`src/rtl/fwd_sel_unit.sv`:
```
// fwd_sel_unit: operand-forwarding selects and load-use stall for a 5-stage pipeline
module fwd_sel_unit #(
  parameter int REG_W = 5,
  parameter int CNT_W = 16
) (
  input  logic             clk,
  input  logic             rst,
  input  logic             id_valid,
  input  logic [REG_W-1:0] id_rs,
  input  logic [REG_W-1:0] id_rt,
  input  logic [REG_W-1:0] id_rd,
  input  logic             id_regwrite,
  input  logic             id_memread,
  input  logic             flush,
  output logic [1:0]       sel_a,
  output logic [1:0]       sel_b,
  output logic             stall,
  output logic [CNT_W-1:0] stall_count
);
  logic             r_ex_v, r_ex_rw, r_ex_mr, r_mem_v, r_mem_rw, r_wb_v, r_wb_rw;
  logic [REG_W-1:0] r_ex_rs, r_ex_rt, r_ex_rd, r_mem_rd, r_wb_rd;
  logic [CNT_W-1:0] r_cnt;
  logic             w_kill;
  function automatic logic [1:0] f_sel(input logic [REG_W-1:0] src);
    return !r_ex_v ? 2'd0 :
           src == '0 ? 2'd3 :
           (r_mem_v && r_mem_rw && r_mem_rd == src) ? 2'd1 :
           (r_wb_v && r_wb_rw && r_wb_rd == src) ? 2'd2 : 2'd0;
  endfunction
  assign stall = id_valid & r_ex_v & r_ex_mr & r_ex_rw & (r_ex_rd != '0)
               & (r_ex_rd == id_rs | r_ex_rd == id_rt);
  assign w_kill = flush | stall;
  assign sel_a = f_sel(r_ex_rs);
  assign sel_b = f_sel(r_ex_rt);
  assign stall_count = r_cnt;
  always_ff @(posedge clk) begin
    if (rst) begin
      r_ex_v  <= 1'b0;
      r_ex_rw <= 1'b0;
      r_ex_mr <= 1'b0;
      r_mem_v <= 1'b0;
      r_wb_v  <= 1'b0;
      r_cnt   <= '0;
    end else begin
      r_wb_v   <= r_mem_v;
      r_wb_rw  <= r_mem_rw;
      r_wb_rd  <= r_mem_rd;
      r_mem_v  <= r_ex_v;
      r_mem_rw <= r_ex_rw;
      r_mem_rd <= r_ex_rd;
      r_ex_v   <= id_valid & ~w_kill;
      r_ex_rw  <= id_regwrite & ~w_kill;
      r_ex_mr  <= id_memread & ~w_kill;
      r_ex_rs  <= id_rs;
      r_ex_rt  <= id_rt;
      r_ex_rd  <= id_rd;
      if (stall && !(&r_cnt)) r_cnt <= r_cnt + CNT_W'(1);
    end
  end
endmodule
```
`config.mk`:
```
export PLATFORM = sky130hd
export DESIGN_NAME = fwd_sel_unit
export DESIGN_NICKNAME = d
export VERILOG_FILES = /design/src/rtl/fwd_sel_unit.sv
export SDC_FILE = /design/constraint.sdc
export NUM_CORES = 1
export LEC_CHECK = 0
export BUFFER_PORTS_ARGS = -buffer_cell sky130_fd_sc_hd__buf_2
export CAP_MARGIN = 10
export CORE_AREA = 5 5 75 77
export CTS_BUF_LIST = sky130_fd_sc_hd__clkbuf_4 sky130_fd_sc_hd__clkbuf_8 sky130_fd_sc_hd__clkbuf_16
export DETAILED_ROUTE_END_ITERATION = 10
export DIE_AREA = 0 0 80 82
export GPL_TIMING_DRIVEN = 0
export PLACE_DENSITY = 0.71
export RECOVER_POWER = 100
export SYNTH_ARGS = -nofsm -noshare
export SYNTH_HDL_FRONTEND = slang
export SYNTH_SLANG_ARGS = --single-unit
export TNS_END_PERCENT = 50
```
`constraint.sdc`:
```
create_clock -name clk -period 3 [get_ports clk]
set_clock_uncertainty 0.2 [all_clocks]
set_input_delay 0.45 -clock clk [delete_from_list [all_inputs] [get_ports clk]]
set_output_delay 0.45 -clock clk [all_outputs]
set_load 0.005 [all_outputs]
```
==> metrics.txt, run 1 <==
status=complete, no violations; Post-synth EDFFs=27; setup TNS=0 ns; CTS Hold Bufs=0; Peak supply drop=between 0.2 and 0.3 mV; crit path kind=reg -> out; CTS clk-pin slew, worst paths=0.08 ns; number of global-route vias before repair=roughly 1700; CTS buffer count=5; min Tclk post-route=around 2.7 ns; Slew @ Worst Pin=0.633 ns; CTS tree=done; IO Pins=42; CP peak stage delay=around 0.47 ns; sequential fraction of the synthesis area=0.525; Routed WL per cell=15.3 um; initial antenna violation count=0; number of max-cap violations=0; Die Area=about 0.0066 sq mm; Worst Path Buf+Inv=2; Critical Path End Type=primary output; DR DRC count=0; DR pass1 iterations=4; drt total wl=between 4 and 5 mm; Yosys reg bits=48; slowest CP cell=edfxtp_1; DRT antenna net count=0; DP Cell Count=312; Crit path arrival time=2.04 ns; net count reported at finish=272; Async SR Flop Fraction=0; clk root buf=clkbuf_8; Worst Path Required=2.35 ns; routability cong.=around 0.80; Core ar.=between 0.004 and 0.005 sq mm; P_leak=about 0.90 nW; Final Hold Fails=0; H-tree Lvls=2; via count=~1700; synth unique cells=40; GRT Overall Usage=0.156; Syn Nets=224; CP max FO=10; top cell type's share of synthesized area=0.345; Initial DRC Count=68; CP delay by family, top=flip-flops; Rows=26; post-DP HPWL=between 3 and 4 mm; Final Cycle Share=0.896; initial core utilization=0.475; fmax=~0.37 GHz; post-route insts no fill=roughly 320; Ys Warns=0; Max Buffers Root-to-Sink=2; max-slew violation count=0; ant diodes=0; cts repair resizes=0; first-pass GRT wire length=between 7 and 8 mm; average size of a mapped cell=~12 sq um; layout cells sized above 1=0.163; post-synth top area cell=edfxtp_1; area grow syn2layout=13.9%; cells after synthesis=roughly 200; synth top area cells=edfxtp_1 (35%), dfxtp_1 (18%), xnor2_1 (5.6%); RSZ-0062 raised after global routing=false; GRT overflow=0; Worst slew margin=0.578; number of setup buffers added after CTS=0; top post-synthesis cells by count=edfxtp_1 (27), dfxtp_1 (21), nor2_1 (15), xnor2_1 (15), xor2_1 (13); dominant synthesized flop cell=edfxtp_1; pwr/cell area=approximately 490 mW/mm^2; vias per inst=5.38; Power, Total=~1.3 mW; Die Ht=around 82 um; clk_lat worst skew=roughly 0.30 ns; # setup viols final=0; CTS Sinks=48; Mapped Area=about 0.0023 sq mm; largest net degree at the start of global routing=33; PortBufs=40; count leader, synth=edfxtp_1; crit start category=flop; DIE WIDTH=~80 um; Hold Crit Class=in -> reg; CP Cell Sequence=xor2_1 -> nor3_1 -> a22oi_1 -> buf_6 -> nor2b_1 -> clkbuf_1
[flip-flops by register name, indices dropped and copies added, names as in the netlist]
| name | count |
|---|---|
| r_ex_rt | 5 |
| r_ex_v | 1 |
| r_mem_rd | 5 |
| r_ex_rw | 1 |
| r_wb_rw | 1 |
| r_ex_rs | 5 |
| r_ex_mr | 1 |
| r_wb_v | 1 |
| r_mem_v | 1 |
| r_wb_rd | 5 |
| stall_count | 16 |
| r_ex_rd | 5 |
| r_mem_rw | 1 |
[metrics by stage]
stage,cell area [sq um],util,setup slack [ns],hold WS [ns]
6_report,2670,0.540,0.312,0.126
5_1_grt,2670,0.540,0.162,0.101
4_1_cts,2750,0.555,0.320,0.115
3_5_place_dp,2640,0.533,0.298,0.223
3_3_place_gp,2640,0.533,0.302,0.221
2_1_floorplan,2350,-,0.909,0.208
[cell usage in the layout (no fill, tap or decap), types with 2 or more instances in the layout]
cell,n
a21oi_1,6
and3_1,2
buf_2,18
clkbuf_1,27
clkbuf_8,5
dfxtp_1,21
edfxtp_1,27
inv_1,6
mux2_4,5
nand2_1,11
nand3_1,6
nand4_1,8
nor2_1,15
nor2b_1,8
nor3_1,6
nor3_2,2
nor4_1,4
nor4b_1,3
o21a_1,4
o311ai_0,3
o31ai_1,5
o41ai_1,4
or2_2,2
or4_1,9
xnor2_1,15
xor2_1,13
[final cells by class]
| type | instances | area, sq um |
|---|---|---|
| inverters | 6 | 22.5 |
| repair buffers | 41 | 178 |
| clock buffers | 5 | 68.8 |
| well taps | 70 | 87.6 |
| plain buffers | 6 | 30.0 |
| fillers | 465 | 2270 |
| flip-flops and latches | 48 | 1230 |
| clock inverters | 3 | 42.5 |
| multi-input cells | 142 | 1010 |
[metal layers]
| layer | up-vias | global-route usage | share of wire |
|---|---|---|---|
| met5 | - | 0 | 0 |
| met4 | 0 | 0.0507 | 0.016 |
| met3 | 9 | 0.0362 | 0.040 |
| met2 | 36 | 0.267 | 0.50 |
| met1 | 834 | 0.194 | 0.45 |
| li1 | 849 | - | - |
[path summary, 6_finish.rpt]
kind,from,to,slack (ns),depth (start not counted)
setup / recovery,r_ex_rd[2],stall,0.31,6
hold / removal,id_rd[1],r_ex_rd[1],0.13,1
setup reg to reg,stall_count[0],stall_count[15],0.36,7
hold reg to reg,r_ex_rw,r_mem_rw,0.25,0
[where the power goes]
part | leakage [nW] | internal, mW | switching, mW
clock | 0.0541 | 0.247 | 0.213
combinational | 0.411 | 0.0461 | 0.0541
sequential | 0.435 | 0.728 | 0.0303
[cell families after synthesis]
logic type / share of synthesized area
AND/OR/NAND/NOR: 0.207
XOR/XNOR: 0.104
adder cells (fa/ha/maj): 0.00533
buffers and inverters: 0.0325
flip-flops: 0.525
multiplexers: 0.0410
AO/OA/AOI/OAI: 0.0848
Note: power is estimated with default switching activity, not from simulation.
==> run 2, diff against run 1 <==
- clock period: 3 -> 3.19 ns (I/O delays scaled with it)
==> metrics.txt, run 2 (synthesis gave the netlist of run 1 again) <==
Worst slew margin=0.151 (was 0.578); number of global-route vias before repair=1710 (unchanged); CTS Hold Bufs=0 (unchanged); Setup WS pre-CTS=0.460 ns (was 0.298 ns); initial antenna violation count=0 (unchanged); RSZ-0062 raised after global routing=false (unchanged); Peak supply drop=0.251 mV (was 0.267 mV); P_leak=0.898 nW (was 0.901 nW); final worst setup slack=0.474 ns (was 0.312 ns); GRT overflow=0 (unchanged); GRT Overall Usage=0.156 (unchanged); cts repair resizes=0 (unchanged); pwr/cell area=464 mW/mm^2 (was 493 mW/mm^2); CTS buffer count=5 (unchanged); CP max FO=10 (unchanged); layout cells sized above 1=0.159 (was 0.163); dpl cell area=0.00264 sq mm (unchanged); DR DRC count=0 (unchanged); # setup viols final=0 (unchanged); routability cong.=0.803 (unchanged); clk_lat worst skew=0.30 ns (about the same); CTS Sinks=48 (unchanged); crit path kind=reg -> out (unchanged); CTS clk-pin slew, worst paths=0.08 ns (about the same); Crit path arrival time=2.04 ns (about the same); Slew @ Worst Pin=1.27 ns (was 0.633 ns); status=complete, no violations (unchanged); number of max-cap violations=0 (unchanged); drt total wl=4.90 mm (about the same); Initial DRC Count=69 (was 68); commonest cells after routing, fill and taps aside=clkbuf_1 (28), edfxtp_1 (27), dfxtp_1 (21) (was clkbuf_1 (27), edfxtp_1 (27), dfxtp_1 (21)); commonest non-fill, non-tap cell in the layout=clkbuf_1; Rows=26 (unchanged); CTS tree=done (unchanged); area grow syn2layout=13.8% (was 13.9%); H-tree Lvls=2 (unchanged); fmax=about 0.37 GHz; setup TNS=0 ns (unchanged); Max Buffers Root-to-Sink=2 (unchanged); ant diodes=0 (unchanged); crit start category=flop (unchanged); Worst Path Required=2.51 ns (was 2.35 ns); Critical Path End Type=primary output (unchanged); post-DP HPWL=3.58 mm (unchanged); first-pass GRT wire length=7.91 mm (unchanged); Die Area=0.00656 sq mm (unchanged); Fill cells=466 (was 465); DIE WIDTH=80 um (unchanged); DRT antenna net count=0 (unchanged); Final Hold Fails=0 (unchanged); DR pass1 iterations=4 (unchanged); vias per inst=5.38 (about the same); via count=1726 (was 1728); design area=0.00267 sq mm (about the same); Core ar.=0.00494 sq mm (unchanged); min Tclk post-route=approximately 2.7 ns; max-slew violation count=0 (unchanged); Final Cycle Share=0.852; clk root buf=clkbuf_8 (unchanged); Die Ht=82 um (unchanged); largest net degree at the start of global routing=33 (unchanged); PortBufs=40 (unchanged); Fin Hold WS=0.155 ns (was 0.126 ns); Routed WL per cell=15.3 um (about the same); number of flip-flops in the largest register=16 (unchanged); initial core utilization=0.475 (unchanged); IO Pins=42 (unchanged); net count reported at finish=272 (unchanged); Power, Total=1.24 mW (was 1.32 mW); Hold Crit Class=in -> reg (unchanged); number of setup buffers added after CTS=0 (unchanged)
-- run 2: cell counts in the layout (fill, tap and decap cells not counted) --
No cell type changed its count.
-- run 2: power breakdown --
part | internal, mW | total (mW) | switching [mW] | leakage (nW)
sequential | 0.685 | 0.714 | 0.0285 | 0.435
clock | 0.232 | 0.432 | 0.200 | 0.0541
combinational | 0.0432 | 0.0940 | 0.0508 | 0.408
total | 0.960 | 1.24 | 0.280 | 0.898
-- run 2: final timing paths --
kind	start	end	slack, ns	depth (start not counted)
worst max register to register	stall_count[0]	stall_count[15]	0.55	7
worst min-delay path	id_rd[1]	r_ex_rd[1]	0.15	1
worst min register to register	r_ex_rw	r_mem_rw	0.25	0
worst max-delay path	r_ex_rd[2]	stall	0.47	6
-- run 2: cell type report --
| class | count | area [sq um] | share of cell area |
|---|---|---|---|
| Inverter | 6 | 22.5 | 0.00843 |
| Multi-Input combinational cell | 142 | 1010 | 0.379 |
| Clock inverter | 3 | 42.5 | 0.0159 |
| Sequential cell | 48 | 1230 | 0.461 |
| Clock buffer | 5 | 68.8 | 0.0258 |
| Tap cell | 70 | 87.6 | 0.0328 |
| Buffer | 6 | 30.0 | 0.0112 |
| Timing Repair Buffer | 41 | 176 | 0.0660 |
-- run 2: metrics by stage --
stage                util  std cells
floorplan               -        202
global placement    0.533        312
detailed placement  0.533        312
CTS                 0.555        320
global route        0.540        321
finish              0.540        321
-- run 2: metal layers --
metal  part of all wire  vias to the layer above  global-route usage
li1                   -                      849                   -
met1               0.45                      833               0.194
met2               0.50                       35               0.267
met3              0.036                        9              0.0362
met4              0.016                        0              0.0507
met5                  0                        -                   0
-- run 2: critical path, stage by stage (launching register included) --
cell,delay [ns]
edfxtp_1,0.47
xor2_1,0.20
nor3_1,0.21
a22oi_1,0.24
buf_6,0.22
nor2b_1,0.25
clkbuf_1,0.15
